<file path="src/rtl/calc_data_stack_pkg.sv">
// Shared widths and error-cause encodings for the calculator operand stack.
package calc_data_stack_pkg;

  localparam int CD_N     = 16;  // number register width
  localparam int CDS_CNT_N = 5;  // stack depth counter width

  typedef enum logic [1:0] {
    CDS_ERR_NONE = 2'd0,
    CDS_ERR_OVF  = 2'd1,
    CDS_ERR_UNF  = 2'd2
  } cds_err_cause_e;

endpackage

</file>
<file path="src/rtl/calc_data_stack.sv">
// Operand LIFO for the calculator controller: registered top-of-stack, depth
// counter, sticky overflow/underflow flag.
module calc_data_stack
  import calc_data_stack_pkg::*;
#(
  parameter int DEPTH = 16,
  parameter int W     = CD_N,
  parameter int CNT_N = CDS_CNT_N
) (
  input  logic             Clock,
  input  logic             Reset,
  input  logic             clear,
  input  logic             push,
  input  logic             pop,
  input  logic [W-1:0]     push_data,
  output logic [W-1:0]     dt_data,
  output logic             dt_empty,
  output logic             dt_full,
  output logic [CNT_N-1:0] dt_count,
  output logic             dt_err,
  output cds_err_cause_e   dt_err_cause
);

  localparam int AW = (DEPTH > 2) ? $clog2(DEPTH - 1) : 1;

  logic [W-1:0]     r_top_q;
  logic [W-1:0]     r_mem [DEPTH-1];
  logic [CNT_N-1:0] r_count;
  logic             r_err;
  cds_err_cause_e   r_err_cause;

  logic             w_empty;
  logic             w_full;
  logic             w_one;
  logic [AW-1:0]    w_wr_idx;
  logic [AW-1:0]    w_rd_idx;
  logic             w_spill;

  assign w_empty  = (r_count == '0);
  assign w_full   = (r_count == CNT_N'(DEPTH));
  assign w_one    = (r_count == CNT_N'(1));
  assign w_wr_idx = AW'(r_count - CNT_N'(1));
  assign w_rd_idx = AW'(r_count - CNT_N'(2));

  // Old top moves into the array only on a plain push onto a non-empty, non-full stack.
  assign w_spill  = Reset && !clear && push && !pop && !w_full && !w_empty;

  always_ff @(posedge Clock) begin
    if (!Reset || clear) begin
      r_count     <= '0;
      r_top_q     <= '0;
      r_err       <= 1'b0;
      r_err_cause <= CDS_ERR_NONE;
    end else begin
      case ({push, pop})
        2'b10: begin
          if (w_full) begin
            r_err       <= 1'b1;
            r_err_cause <= CDS_ERR_OVF;
          end else begin
            r_top_q <= push_data;
            r_count <= r_count + CNT_N'(1);
          end
        end
        2'b01: begin
          if (w_empty) begin
            r_err       <= 1'b1;
            r_err_cause <= CDS_ERR_UNF;
          end else if (w_one) begin
            r_top_q <= '0;
            r_count <= '0;
          end else begin
            r_top_q <= r_mem[w_rd_idx];
            r_count <= r_count - CNT_N'(1);
          end
        end
        2'b11: begin
          if (w_empty) begin
            r_err       <= 1'b1;
            r_err_cause <= CDS_ERR_UNF;
          end else begin
            r_top_q <= push_data;
          end
        end
        default: ;
      endcase
    end
  end

  // NOTE: the array has no reset; entries are only read below a valid count,
  // so a reset would cost a mux per bit for nothing.
  always_ff @(posedge Clock) begin
    if (w_spill) r_mem[w_wr_idx] <= r_top_q;
  end

  assign dt_data      = r_top_q;
  assign dt_empty     = w_empty;
  assign dt_full      = w_full;
  assign dt_count     = r_count;
  assign dt_err       = r_err;
  assign dt_err_cause = r_err_cause;

endmodule

</file>
<file path="config.mk">
export PLATFORM = sky130hd
export DESIGN_NAME = calc_data_stack
export DESIGN_NICKNAME = d
export VERILOG_FILES = /design/src/rtl/calc_data_stack_pkg.sv /design/src/rtl/calc_data_stack.sv
export SDC_FILE = /design/constraint.sdc
export NUM_CORES = 1
export LEC_CHECK = 0
export ABC_AREA = 0
export BUFFER_PORTS_ARGS = -buffer_cell sky130_fd_sc_hd__buf_2
export CORE_ASPECT_RATIO = 2
export CORE_UTILIZATION = 30
export DETAILED_ROUTE_END_ITERATION = 6
export SYNTH_ARGS = -nofsm -noshare
export SYNTH_HDL_FRONTEND = slang
export SYNTH_SLANG_ARGS = --single-unit
</file>
<file path="constraint.sdc">
create_clock -name Clock -period 3.15 [get_ports Clock]
set_clock_uncertainty 0.05 [all_clocks]
set_input_delay 0 -clock Clock [delete_from_list [all_inputs] [get_ports Clock]]
set_output_delay 0 -clock Clock [all_outputs]
set_load 0.005 [all_outputs]
</file>
==> flow_summary_export.csv <==
group,metric,value,unit
outcome,status,"finished, final reports clean",
critical_path,crit_required,3.51,ns
clock_network,cts_tree,"yes",
detailed_routing,viasPerCell,4.95,
yosys,synth_top_cell_by_area,"edfxtp_1",
sta,post-route-min-period,2.96,ns
detailed_routing,top_layer,"met4",
min_path,holdPathEnd,"dt_data[7]$_SDFFE_PP0P_",
clock_network,root_buffer,"clkbuf_16",
critical_path,crit_path_start,"dt_count[0]$_SDFFE_PP0P_",
clock_network,clk_latency,0.52,ns
min_path,hold_start,"push_data[7]",
yosys,yosys.area_share.simple,5.10,%
placement,place_ws,0.349,ns
detailed_routing,wl_per_cell,21.7,µm
sta,setup_viol,0,
detailed_routing,drc,0,
clock_network,cts.sinks,264,
yosys,synth_nets,650,
placement,dp_cells,1119,
critical_path,r2r-start,"dt_count[0]$_SDFFE_PP0P_",
floorplanning,coreArea,35100,µm²
critical_path,r2r_end,"dt_data[5]$_SDFFE_PP0P_",
placement,gp_congestion,0.803,
clock_network,cts_buffers,22,
sta,fin_crit_sh,93.8,%
floorplanning,start_util,30.4,%
yosys,synth_area_leaders,"edfxtp_1 (68%), mux4_2 (8.2%), dfxtp_1 (4.5%), mux4_1 (2.2%), mux2i_1 (1.7%)",
critical_path,ff2ff_path_depth,8,
sta,finalMaxSlewViolations,0,
detailed_routing,drt-total-wl,25700,µm
yosys,syn_area,10700,µm²
layout,area_delta_synth_final,18.9,%
global_routing,grt-ovfl-total,0,
yosys,seq_area_frac_synth,72.0,%
placement,hpwl,17300,µm
power,power.leakage,4.20,nW
critical_path,cp_cell_sequence,"inv_1, ha_1, nor3b_2, a21oi_4, buf_4, a21boi_0, a31oi_1, dlygate4sd3_1",
sta,rsz0062_at_grt,"false",
yosys,synthAdderAreaFrac,1.06,%
yosys,synth_flop_cell,"edfxtp_1",
global_routing,grt_pass1_vias,6204,
min_path,hold_class,"primary input to flip-flop",
yosys,syn_inst,620,
detailed_routing,drt_iter0_markers,403,
critical_path,critical_path.endpoint_type,"flip-flop",
floorplanning,io_pins,47,
critical_path,critPathSlowestCell,"dlygate4sd3_1",
floorplanning,die_area,36400,µm²
yosys,synth.top_cell.area_share,67.5,%
yosys,ys_ff_latch,264,
detailed_routing,dr.pass1.iters,5,
power,power.density,569,nW/µm²
detailed_routing,num_vias,5861,
critical_path,arrival,3.32,ns
yosys,synthMuxAreaShare,12.1,%
detailed_routing,route.met3.wl,1050,µm
critical_path,reg2reg_slack,0.19,ns
clock_network,clockBufferDepth,3,
global_routing,grt_pass1_wl,38500,µm
sta,fin_tns_setup,0,ns
yosys,synth_edf_count,240,
yosys,synth-compound-area-share,6.66,%
critical_path,critPathKind,"flip-flop to flip-flop",
placement,port_buffers,46,
job,maxCapViolations,0,
clock_network,cts.clk_slew.worst_paths,0.07,ns
critical_path,cp-start-kind,"flip-flop",
layout,finalInstanceArea,12700,µm²
clock_network,htree_levels,1,
sta,fmax,338,MHz
yosys,synthDistinctLibCells,45,
global_routing,antenna_found_initial,0,
global_routing,grt_max_degree,65,
yosys,synth_top_family_by_area,"multiplexers",
floorplanning,placementRows,97,
sta,slew_headroom,43.7,%
min_path,min_path_cells,4,
layout,instances_no_fill,1184,
yosys,synth_xor_area_share,0.915,%
yosys,synth_warnings,0,
layout,nets,753,
detailed_routing,wl_met2,14600,µm
detailed_routing,m1WireLength,9190,µm
power,peakVddDrop,0.000310,V
yosys,async_flop_share,0,%
critical_path,slowest_delay,0.56,ns
placement,placement.cell_area,11700,µm²
floorplanning,die_w,135,µm
layout,final_layout_size_suffix_gt1_share,26.3,%
yosys,syn_area_per_cell,17.2,µm²
detailed_routing,ant_nets,0,
global_routing,grtUsageTotal,14.5,%
sta,timing.final.ws_setup,0.194,ns
critical_path,cp_max_fo,29,
floorplanning,die_h,269,µm
sta,finalHoldViolations,0,
sta,worst_pin_slew,0.844,ns
layout,n_antenna_cell,0,
## metrics by stage
step,power [W],hold slack [ns],util (%)
detailed placement,0.00439,0.244,33.3
floorplan,0.00422,0.130,-
finish,0.00722,0.280,36.2
global route,0.00743,0.302,36.2
global placement,0.00439,0.244,33.3
CTS,0.00728,0.269,36.1
## timing repair
action                                  in CTS  in global routing
hold buffers                                23                  0
endpoints found under the hold margin       23                  0
endpoints found under the setup margin       0                  1
buffers inserted                             0                  2
gates resized for setup                      0                  1
## critical path, delay by kind of cell (launching register included)
family | cells | cell delay, ns
AOI/OAI and AO/OA | 3 | 0.82
adders and majority gates | 1 | 0.23
buffers and inverters | 3 | 1.06
DFF | 1 | 0.48
and+or+nand+nor | 1 | 0.21
## cells in the mapped netlist (all sizes together), types with 2 or more instances
cell	n
edfxtp	240
mux4	48
nand2	47
nor2	35
buf	25
dfxtp	24
a21oi	20
o21ai	20
mux2i	18
nand3	17
a211oi	15
clkbuf	14
a31oi	12
o22ai	11
nor2b	10
ha	9
o211ai	8
a311oi	6
xor2	5
a211o	4
o221ai	4
xnor2	4
a21boi	3
inv	3
nand2b	3
a21o	2
and2	2
and4	2
nand4	2
## cell families after synthesis
logic type | Yosys count
XOR/XNOR | 9
buffers and inverters | 42
AO/OA/AOI/OAI | 109
multiplexers | 66
flip-flops | 264
adder cells (fa/ha/maj) | 9
AND/OR/NAND/NOR | 121
## sequential cells by signal (all words and copies together) (netlist names)
| name | count |
|---|---|
| dt_count | 5 |
| r_mem | 240 |
| dt_err | 1 |
| dt_err_cause | 2 |
| dt_data | 16 |
## metal layers
metal  global-route usage [%]  vias up
li1                         -     2676
met1                     15.6     2986
met2                     28.3      149
met3                     1.50       50
met4                     6.19        0
met5                        0        -
## worst max path at each step
stage	to	slack [ns]	cells after the start
3_5_place_dp	dt_data[0]$_SDFFE_PP0P_	0.35	6
6_report	dt_data[5]$_SDFFE_PP0P_	0.19	8
3_3_place_gp	dt_data[0]$_SDFFE_PP0P_	0.37	6
2_1_floorplan	r_mem[6][0]$_DFFE_PP_	-0.04	9
4_1_cts	dt_data[5]$_SDFFE_PP0P_	0.15	9
5_1_grt	dt_data[5]$_SDFFE_PP0P_	0.004	8
## placed cells by master (no fill, tap or decap), types with 19 or more instances in the layout
cell type	n
nand2_1	47
dfxtp_1	22
mux4_2	39
a21oi_1	19
edfxtp_1	240
nor2_1	20
dlygate4sd3_1	23
buf_4	49
buf_2	46
clkbuf_16	23
## final cells by class
class / instances / area, µm²
multi-input combinational: 314 / 2830
fill: 3224 / 22400
clock inverter: 12 / 135
clock buffer: 28 / 634
sequential: 264 / 7690
tap: 445 / 557
inverter: 3 / 11.3
timing repair buffer: 118 / 828
## power breakdown
part	internal, W	total (W)	switching [W]
Sequential	0.00383	0.00389	0.0000632
Combinational	0.000191	0.000441	0.000250
Clock	0.00161	0.00288	0.00127
Total	0.00563	0.00722	0.00159
(Power assumes the default switching activity.)
